$ cat src/rtl/shift_frame_arbiter.sv
// Round-robin frame arbiter in front of a shared block-serial right shifter.
// Streams one requester's whole frame to the shifter and tags the returned result blocks.
module shift_frame_arbiter #(
    parameter int unsigned REGISTER_SIZE = 32,
    parameter int unsigned NUM_BLOCKS    = 256,
    parameter int unsigned SHIFT_BY      = 4096
) (
    input  logic                     clk_in,
    input  logic                     rst_n_in,
    input  logic                     req0_valid_in,
    input  logic [REGISTER_SIZE-1:0] req0_block_in,
    output logic                     req0_ready_out,
    input  logic                     req1_valid_in,
    input  logic [REGISTER_SIZE-1:0] req1_block_in,
    output logic                     req1_ready_out,
    output logic                     shift_rst_out,
    output logic                     shift_valid_out,
    output logic [REGISTER_SIZE-1:0] shift_block_out,
    input  logic                     shift_valid_in,
    input  logic [REGISTER_SIZE-1:0] shift_block_in,
    output logic                     res_valid_out,
    output logic [REGISTER_SIZE-1:0] res_block_out,
    output logic                     res_id_out,
    output logic                     res_last_out,
    output logic                     busy_out,
    output logic                     err_out
);

    localparam int unsigned IGNORE     = SHIFT_BY / REGISTER_SIZE;
    localparam int unsigned OUT_BLOCKS = NUM_BLOCKS - IGNORE;
    localparam int unsigned CntW       = $clog2(NUM_BLOCKS) + 1;

    localparam logic [CntW-1:0] NumBlocksC = CntW'(NUM_BLOCKS);
    localparam logic [CntW-1:0] OutBlocksC = CntW'(OUT_BLOCKS);
    localparam logic [CntW-1:0] OneC       = CntW'(1);

    typedef enum logic [1:0] {
        StIdle   = 2'd0,
        StStream = 2'd1,
        StDrain  = 2'd2
    } state_e;

    state_e                   state_q, state_d;
    logic                     last_grant_q, last_grant_d;
    logic [CntW-1:0]          in_cnt_q, in_cnt_d;
    logic [CntW-1:0]          out_cnt_q, out_cnt_d;
    logic                     shift_rst_q;
    logic                     res_valid_q, res_valid_d;
    logic [REGISTER_SIZE-1:0] res_block_q, res_block_d;
    logic                     res_id_q, res_id_d;
    logic                     res_last_q, res_last_d;
    logic                     err_q, err_d;

    logic                     streaming;
    logic                     sel_valid;
    logic [REGISTER_SIZE-1:0] sel_block;
    logic                     accept;

    // last_grant_q doubles as the current owner while a frame is in flight.
    assign streaming       = (state_q == StStream);
    assign sel_valid       = last_grant_q ? req1_valid_in : req0_valid_in;
    assign sel_block       = last_grant_q ? req1_block_in : req0_block_in;
    assign req0_ready_out  = streaming & ~last_grant_q;
    assign req1_ready_out  = streaming & last_grant_q;
    assign accept          = streaming & sel_valid;
    assign shift_valid_out = accept;
    assign shift_block_out = sel_block;

    assign shift_rst_out = shift_rst_q;
    assign res_valid_out = res_valid_q;
    assign res_block_out = res_block_q;
    assign res_id_out    = res_id_q;
    assign res_last_out  = res_last_q;
    assign busy_out      = (state_q != StIdle);
    assign err_out       = err_q;

    always_comb begin
        state_d      = state_q;
        last_grant_d = last_grant_q;
        in_cnt_d     = in_cnt_q;
        out_cnt_d    = out_cnt_q;
        res_valid_d  = 1'b0;
        res_block_d  = res_block_q;
        res_id_d     = res_id_q;
        res_last_d   = res_last_q;
        err_d        = err_q;

        // Results outside a frame or beyond the expected count are dropped and flagged.
        if (shift_valid_in) begin
            if ((state_q == StIdle) || (out_cnt_q == OutBlocksC)) begin
                err_d = 1'b1;
            end else begin
                out_cnt_d   = out_cnt_q + OneC;
                res_valid_d = 1'b1;
                res_block_d = shift_block_in;
                res_id_d    = last_grant_q;
                res_last_d  = ((out_cnt_q + OneC) == OutBlocksC);
            end
        end

        unique case (state_q)
            StIdle: begin
                if (!shift_rst_q && (req0_valid_in || req1_valid_in)) begin
                    if (req0_valid_in && req1_valid_in) begin
                        last_grant_d = ~last_grant_q;
                    end else begin
                        last_grant_d = req1_valid_in;
                    end
                    in_cnt_d  = '0;
                    out_cnt_d = '0;
                    state_d   = StStream;
                end
            end
            StStream: begin
                if (accept) begin
                    in_cnt_d = in_cnt_q + OneC;
                    if ((in_cnt_q + OneC) == NumBlocksC) begin
                        state_d = (out_cnt_d == OutBlocksC) ? StIdle : StDrain;
                    end
                end
            end
            StDrain: begin
                if (out_cnt_q == OutBlocksC) begin
                    state_d = StIdle;
                end
            end
            default: begin
                state_d = StIdle;
            end
        endcase
    end

    always_ff @(posedge clk_in or negedge rst_n_in) begin
        if (!rst_n_in) begin
            state_q      <= StIdle;
            last_grant_q <= 1'b1;
            in_cnt_q     <= '0;
            out_cnt_q    <= '0;
            shift_rst_q  <= 1'b1;
            res_valid_q  <= 1'b0;
            res_block_q  <= '0;
            res_id_q     <= 1'b0;
            res_last_q   <= 1'b0;
            err_q        <= 1'b0;
        end else begin
            state_q      <= state_d;
            last_grant_q <= last_grant_d;
            in_cnt_q     <= in_cnt_d;
            out_cnt_q    <= out_cnt_d;
            shift_rst_q  <= 1'b0;
            res_valid_q  <= res_valid_d;
            res_block_q  <= res_block_d;
            res_id_q     <= res_id_d;
            res_last_q   <= res_last_d;
            err_q        <= err_d;
        end
    end

endmodule

$ cat config.mk
export PLATFORM = sky130hd
export DESIGN_NAME = shift_frame_arbiter
export DESIGN_NICKNAME = d
export VERILOG_FILES = /design/src/rtl/shift_frame_arbiter.sv
export SDC_FILE = /design/constraint.sdc
export NUM_CORES = 1
export LEC_CHECK = 0
export CAP_MARGIN = 20
export CORE_MARGIN = 2
export CORE_UTILIZATION = 40
export CTS_BUF_LIST = sky130_fd_sc_hd__clkbuf_2 sky130_fd_sc_hd__clkbuf_4 sky130_fd_sc_hd__clkbuf_8
export DETAILED_ROUTE_END_ITERATION = 16
export GPL_ROUTABILITY_DRIVEN = 0
export PLACE_DENSITY = 0.89
export SYNTH_ARGS = -nofsm -noshare
export SYNTH_HDL_FRONTEND = slang
export SYNTH_SLANG_ARGS = --single-unit
$ cat constraint.sdc
create_clock -name clk_in -period 2.6 [get_ports clk_in]
set_input_delay 0.26 -clock clk_in [delete_from_list [all_inputs] [get_ports clk_in]]
set_output_delay 0.26 -clock clk_in [all_outputs]
set_load 0.02 [all_outputs]
==> results, run 1 <==
- The run finished with clean final reports.
- The total overflow reported by the global router is 0.
- The relative slew slack is 0.6449.
- In this run the vertical extent of the chip is ~93 µm.
- The share of layout cells above drive strength 1 is 0.2200.
- Power comes to ~3.2 mW.
- The number of non-filler instances in the completed layout is approximately 560.
- The initial antenna violation count is 0.
- The required time reported for the critical path endpoint is 2.34 ns.
- The setup slack of the critical path after layout is 0.1369 ns.
- The average via count per standard cell is ~5.2.
- The starting DRC count in detailed routing is 63.
- The die span in x is 93.21 µm.
- The depth of the CTS H-tree is 3.
- The most used flip-flop cell after synthesis is sky130_fd_sc_hd__dfrtp_1.
- The later pin in the worst-skew pair is clocked with a latency of 0.35 ns.
- The total routing resource utilization after global routing is 0.2222.
- The number of ports placed on the die boundary is about 170.
- Clock tree synthesis inserted a total of 9 buffers.
- At the placement stage, the worst setup path has a slack of 0.3669 ns.
- The number of buffer and inverter stages on the critical path is 2.
- The setup skew after layout is 0.01080 ns.
- Synthesis handed over a netlist of around 280 instances.
- Dividing total power by cell area gives a power density of 611.3 nW/µm².
- STA classifies the critical path endpoint as an output pin.
- The design area is 5246 µm².
- The effective utilization at floorplan is 0.4119.
- The cell with the most instances after synthesis is sky130_fd_sc_hd__mux2_2.
- After clock tree synthesis, the clock-pin slew on the worst setup and hold paths is 0.07 ns.
- The tightest hold margin is ~0.37 ns.
- The row count is 32.
- The number of antenna diodes is 0.
- For the worst flop-to-flop path, the logic depth is 6.
- The count of distinct cell types in the synthesized netlist is 52.
- The max-slew violation count came to 0.
- At the end of the flow the core is filled with cells to 0.6789.
- For the pin with the worst max-slew slack, the measured transition is between 0.5 and 0.6 ns.
- The worst-case IR drop observed on VDD is ~0.48 mV.
- The number of I/O port buffers is ~170.
- In this run the cell area measured after placement is 5006 µm².
- Setup repair after global routing left no endpoint under its margin.
- The post-CTS setup buffer count is 0.
- Summed over all nets, the half-perimeter wirelength after detailed placement is between 7 and 8 mm.
- From synthesis to final layout, the design area changed by 64.82%.
- Yosys attributes the largest share of cell area to sky130_fd_sc_hd__dfrtp_1 (44%), sky130_fd_sc_hd__mux2_2 (24%), sky130_fd_sc_hd__nor2_1 (2.2%), sky130_fd_sc_hd__o21ai_0 (2.2%), sky130_fd_sc_hd__dfstp_2 (1.7%).
- The cell type contributing the most total cell area after synthesis is sky130_fd_sc_hd__dfrtp_1.
- The count of clock tree sinks is 58.
- The post-synthesis async set-or-reset flop share is 1.000.
- The number of failing setup endpoints in the final timing report is 0.
- The data arrival time at the worst-slack endpoint is about 2.2 ns.
- The number of nets still failing antenna checks after routing is 0.
- The fmax is slightly above 400 MHz.
- The number of global-route vias before repair was 2890.
- The average instance area after synthesis is 11.41 µm².
- In this run, synthesis produced a sequential element count of 58.
- The die area is 8687 µm².
- The count of TritonRoute iterations in the first routing pass is 4.
- The worst setup path is launched from a flop.
- The residual DRC count is 0.
- In this run the static leakage power is 2.122 nW.
- After detailed placement, the design holds a cell count of around 540.
- The buffer type at the clock tree root is sky130_fd_sc_hd__clkbuf_8.
- The start-to-end type of the worst setup path is flop to output pin.
- The final sum of negative setup slack is 0 ns.
- The cell family contributing the most delay on the critical path is buffers and inverters.
- Subtracting the final worst setup slack from the clock period gives approximately 2.5 ns.
- The largest net degree at the start of global routing is 38.
- The depth of the critical timing path with buffers and inverters included is 4.
- After the last flow step, the layout net total stands at between 500 and 600.
- The synthesized netlist net count is roughly 380.
- TritonCTS built the clock tree.
- The via count is between 2k and 3k.
- The share of the clock period used by the worst path is 0.9473.
- Summing every instance area after synthesis gives 3183 µm².
- Max-cap violations in this run came to 0.
- The slowest stage of the critical path is the sky130_fd_sc_hd__clkdlybuf4s50_1 cell.
- The type of the most critical hold path is input pin to async pin.
- The portion of synthesized cell area occupied by the leading cell type is 0.4403.
- The synthesized design contains 0 enable-type register cells.
- The number of endpoints with negative hold slack in the final report is 0.
- The core region is ~7700 µm².
- The routed wire length is between 9 and 10 mm.
- In the synthesized netlist, the cells that appear most often are sky130_fd_sc_hd__mux2_2 (68), sky130_fd_sc_hd__dfrtp_1 (56), sky130_fd_sc_hd__nor2_1 (19).
- The peak fanout along the critical path is 9.
- The share of synthesized area occupied by flip-flops and latches is 0.4568.
- The number of synthesis warnings is 0.
- The wire length of the first global-routing pass is 14.70 mm.
- The maximum root-to-sink buffer count is 2.
- In this design, the stage delay of the slowest critical-path cell is approximately 0.56 ns.
- In the final routed layout, each cell accounts on average for 17.60 µm.
- Traced cell by cell, the critical path runs through mux2_2, nand2_1, inv_2, clkdlybuf4s50_1.
## worst reg2reg max path, stage by stage, from the launching register on
cell	delay, ns
sky130_fd_sc_hd__dfstp_2	0.55
sky130_fd_sc_hd__mux2_2	0.36
sky130_fd_sc_hd__nand2_1	0.24
sky130_fd_sc_hd__inv_2	0.15
sky130_fd_sc_hd__nor2_1	0.44
sky130_fd_sc_hd__a21oi_1	0.12
sky130_fd_sc_hd__o22ai_1	0.18
## cells in the final DEF (no fill, tap or decap), types with 3 or more instances in the layout
| cell | instances |
|---|---|
| sky130_fd_sc_hd__clkbuf_8 | 10 |
| sky130_fd_sc_hd__mux2_2 | 68 |
| sky130_fd_sc_hd__a21oi_1 | 6 |
| sky130_fd_sc_hd__and4_1 | 3 |
| sky130_fd_sc_hd__nand3_1 | 6 |
| sky130_fd_sc_hd__and2_1 | 3 |
| sky130_fd_sc_hd__inv_1 | 5 |
| sky130_fd_sc_hd__ha_1 | 4 |
| sky130_fd_sc_hd__clkdlybuf4s50_1 | 172 |
| sky130_fd_sc_hd__nand4_1 | 6 |
| sky130_fd_sc_hd__nor2_1 | 19 |
| sky130_fd_sc_hd__nand2_1 | 14 |
| sky130_fd_sc_hd__and3_1 | 5 |
| sky130_fd_sc_hd__buf_4 | 5 |
| sky130_fd_sc_hd__dfrtp_1 | 56 |
| sky130_fd_sc_hd__o21ai_0 | 14 |
| sky130_fd_sc_hd__nand2b_1 | 3 |
| sky130_fd_sc_hd__nor3_1 | 4 |
| sky130_fd_sc_hd__xor2_1 | 6 |
## per-layer routing
layer / track usage / wire length (µm) / vias up
met2: 0.3979 / 5069 / 145
met4: 0.07721 / 154 / 0
li1: - / - / 1357
met3: 0.07575 / 820 / 16
met5: 0 / 0 / -
met1: 0.2448 / 3827 / 1390
## report_power, final
group          internal, mW  switching (mW)  total, mW
sequential             1.03           0.199       1.23
combinational         0.561           0.468       1.03
clock                 0.567           0.382      0.949
## sequential cells by signal, summed over array words and instances, names as in the netlist, 2 cells and up
signal,flops
state_q,2
res_block_out,32
out_cnt_q,9
in_cnt_q,9
## final timing paths
kind | start | to | slack [ns]
worst min register to register | err_out$_DFFE_PN0P_ | err_out$_DFFE_PN0P_ | 0.46
min in group clk_in | err_out$_DFFE_PN0P_ | err_out$_DFFE_PN0P_ | 0.46
worst min-delay path | rst_n_in | res_block_out[27]$_DFFE_PN0P_ | 0.37
worst max-delay path | last_grant_q$_DFFE_PN1P_ | shift_valid_out | 0.14
max in group asynchronous | rst_n_in | res_block_out[17]$_DFFE_PN0P_ | 1.60
worst max register to register | last_grant_q$_DFFE_PN1P_ | in_cnt_q[7]$_DFFE_PN0P_ | 0.48
## final cells by class
cell class	count	area (µm²)
Multi-Input combinational cell	199	1630
Tap cell	102	127.6
Clock inverter	6	88.84
Clock buffer	10	137.6
Sequential cell	58	1454
Inverter	6	22.52
Fill cell	590	2481
Timing Repair Buffer	180	1785
## cells by family (layout without fill, tap and decap cells)
kind of cell               Yosys count  after routing  share of synthesized area
DFF                                 58             58                     0.4568
and+or+nand+nor                     75             75                     0.1344
other                                1              1                   0.001178
xor gates and xnor gates             8              8                    0.02201
adders and majority gates            4              4                    0.01572
muxes                               70             70                     0.2469
buffers and inverters               22            202                    0.03105
AOI/OAI and AO/OA                   41             41                    0.09199
## timing repair
item,in CTS,in global routing
endpoints found under the setup margin,0,2
gates resized for setup,0,1
hold endpoints to repair,13,0
hold buffers,1,0
Note: power is estimated with default switching activity, not from simulation.
==> run 2, diff against run 1 <==
RECOVER_POWER = 100   (was default)
==> run 2 against run 1 <==
  * Sequential cell count unchanged
  * Critical path type unchanged
  * Sequential power about the same
  * Utilization decreased by 0.40 points
  * Die area unchanged
  * Clock skew about the same
  * Design area decreased by 0.60%
==> results, run 2 (synthesis gave the netlist of run 1 again) <==
- The placed wire-length estimate is 7.478 mm (unchanged).
- The count of TritonRoute iterations in the first routing pass is 4 (unchanged).
- The number of failing setup endpoints in the final timing report was 0 (unchanged).
- The number of CTS-inserted buffers was 9 (unchanged).
- The placed cell area is 5006 µm² (unchanged).
- The routed wire length was 9.762 mm (was 9.871 mm).
- The max-slew violation count was 0 (unchanged).
- The most common cell after layout, fill and taps aside is sky130_fd_sc_hd__clkdlybuf4s50_1 (unchanged).
- The effective utilization at floorplan is 0.4119 (unchanged).
- The number of nets in the layout is 559 (unchanged).
- The overall die height is 93.21 µm (unchanged).
- The number of endpoints with negative hold slack in the final report was 0 (unchanged).
- Run status: finished clean (unchanged).
- The total overflow reported by the global router is 0 (unchanged).
- The fmax is 401.0 MHz (was 406.0 MHz).
- The wire length of the first global-routing pass is 14.70 mm (unchanged).
- The sort of element at the start of the critical path is a flop (unchanged).
- The depth of the CTS H-tree is 3 (unchanged).
- The flip-flop count of the largest register after layout is 32 (unchanged).
- The start-to-end type of the worst setup path is flop to output pin (unchanged).
- The number of I/O port buffers is 173 (unchanged).
- The kind of end point of the critical path is an output pin (unchanged).
- The routed length per instance came to 17.40 µm (was 17.60 µm).
- The setup skew after layout came to 0.01114 ns (was 0.01080 ns).
- Unrepaired setup endpoints after global routing: false (unchanged).
- The share of the clock period used by the worst path is 0.9591 (was 0.9473).
- The sum of internal, switching and leakage power is 3.147 mW (was 3.207 mW).
- The insertion delay of the later-clocked pin in the worst-skew pair was 0.34 ns (was 0.35 ns).
- The area of the core is 7727 µm² (unchanged).
- The initial antenna violation count is 0 (unchanged).
- The TritonCTS clock tree is yes (unchanged).
- The number of antenna diodes is 0 (unchanged).
- The starting DRC count in detailed routing is 76 (was 63).
- The post-CTS clock slew at the launch and capture registers of the worst setup and hold paths came to 0.07 ns (about the same).
- The transition time at the pin with the least slew margin came to 1.120 ns (was 0.5307 ns).
- The maximum root-to-sink buffer count is 2 (unchanged).
- The residual DRC count was 0 (unchanged).
- The number of nets still failing antenna checks after routing is 0 (unchanged).
- The clock period minus worst slack is 2.494 ns (was 2.463 ns).
- The number of max-capacitance violations reported is 0 (unchanged).
- The row count is 32 (unchanged).
- The count of clock tree sinks is 58 (unchanged).
- The average via count per standard cell is 5.148 (was 5.184).
- The number of global-route vias before repair is 2890 (unchanged).
- The die area is 8687 µm² (unchanged).
- The design area is 5215 µm² (was 5246 µm²).
- The relative slew slack came to 0.2535 (was 0.6449).
- The power per standard cell area was 603.5 nW/µm² (was 611.3 nW/µm²).
- The type of the most critical hold path is flop to flop (was input pin to async pin).
- The die span in x came to 93.21 µm (unchanged).
- The worst IR drop on VDD is 0.4726 mV (was 0.4752 mV).
- The peak fanout along the critical path is 37 (was 9).
- The final sum of negative setup slack is 0 ns (unchanged).
- The share of layout cells above drive strength 1 was 0.2092 (was 0.2200).
- The area overhead of the layout relative to synthesis came to 63.84% (was 64.82%).
- The total routing resource utilization after global routing is 0.2222 (unchanged).
- The number of fill cells in the layout came to 597 (was 590).
- The largest net degree at the start of global routing was 38 (unchanged).
- Most frequent cells in the layout: sky130_fd_sc_hd__clkdlybuf4s50_1 (108), sky130_fd_sc_hd__mux2_2 (67), sky130_fd_sc_hd__dlygate4sd3_1 (65) (was sky130_fd_sc_hd__clkdlybuf4s50_1 (172), sky130_fd_sc_hd__mux2_2 (68), sky130_fd_sc_hd__dfrtp_1 (56)).
- The number of ports placed on the die boundary came to 174 (unchanged).
- The data arrival time at the worst-slack endpoint is 2.23 ns (was 2.20 ns).
- The required time reported for the critical path endpoint came to 2.34 ns (about the same).
- The leakage power of the design came to 2.129 nW (was 2.122 nW).
- The via count was 2888 (was 2908).
- The buffer type at the clock tree root is sky130_fd_sc_hd__clkbuf_8 (unchanged).
-- run 2: changes by cell type in the layout (fill, tap and decap cells not counted), sizes merged --
| cell | before | now |
|---|---|---|
| clkdlybuf4s50 | 172 | 108 |
| buf | 7 | 1 |
| dlygate4sd3 | 1 | 65 |
| clkbuf | 10 | 16 |
-- run 2: final cells by class --
class	count	area, µm²	share of cell area
timing repair buffer	180	1769	0.3393
clock inverter	6	88.84	0.01703
tap	102	127.6	0.02447
multi-input combinational	199	1615	0.3097
clock buffer	10	137.6	0.02639
inverter	6	22.52	0.004319
sequential	58	1454	0.2788
-- run 2: through the flow --
stage | cells | util | setup WS (ns) | hold WS (ns)
finish | 561 | 0.6749 | 0.1062 | 0.4564
global route | 561 | 0.6749 | 0.02503 | 0.5021
CTS | 561 | 0.6784 | 0.05624 | 0.3768
detailed placement | 544 | 0.6478 | 0.3669 | 0.2160
global placement | 544 | 0.6478 | 0.4255 | 0.2163
floorplan | 279 | - | 0.7369 | -0.03559
-- run 2: worst paths after layout --
check / from / to / slack, ns / cells after the start
setup / recovery: last_grant_q$_DFFE_PN1P_ / shift_block_out[8] / 0.11 / 3
hold / removal: err_out$_DFFE_PN0P_ / err_out$_DFFE_PN0P_ / 0.46 / 1
setup reg to reg: out_cnt_q[0]$_DFF_PN0_ / res_block_out[24]$_DFFE_PN0P_ / 0.35 / 6
hold reg to reg: err_out$_DFFE_PN0P_ / err_out$_DFFE_PN0P_ / 0.46 / 1
max in group asynchronous: rst_n_in / res_block_out[30]$_DFFE_PN0P_ / 0.48 / 3
min in group asynchronous: rst_n_in / res_block_out[27]$_DFFE_PN0P_ / 0.59 / 2
-- run 2: routing by layer --
| metal | part of all wire | GRT usage | wire, µm |
|---|---|---|---|
| met1 | 0.39 | 0.2448 | 3759 |
| met3 | 0.083 | 0.07575 | 809 |
| met2 | 0.51 | 0.3979 | 5024 |
| met4 | 0.017 | 0.07721 | 169 |
| met5 | 0 | 0 | 0 |
-- run 2: critical path, stage by stage (launching register included) --
cell	delay, ns
sky130_fd_sc_hd__dfstp_2	0.55
sky130_fd_sc_hd__buf_6	0.30
sky130_fd_sc_hd__mux2_2	0.38
sky130_fd_sc_hd__dlygate4sd3_1	0.66
-- run 2: timing repair --
action	CTS	global route
buffers inserted	0	0
setup endpoints to repair	0	2
hold buffers	1	0
resized for setup	0	1
endpoints found under the hold margin	13	0
-- run 2: power breakdown --
| part | switching (mW) | internal [mW] |
|---|---|---|
| Sequential | 0.188 | 1.03 |
| Combinational | 0.464 | 0.518 |
| Clock | 0.380 | 0.567 |
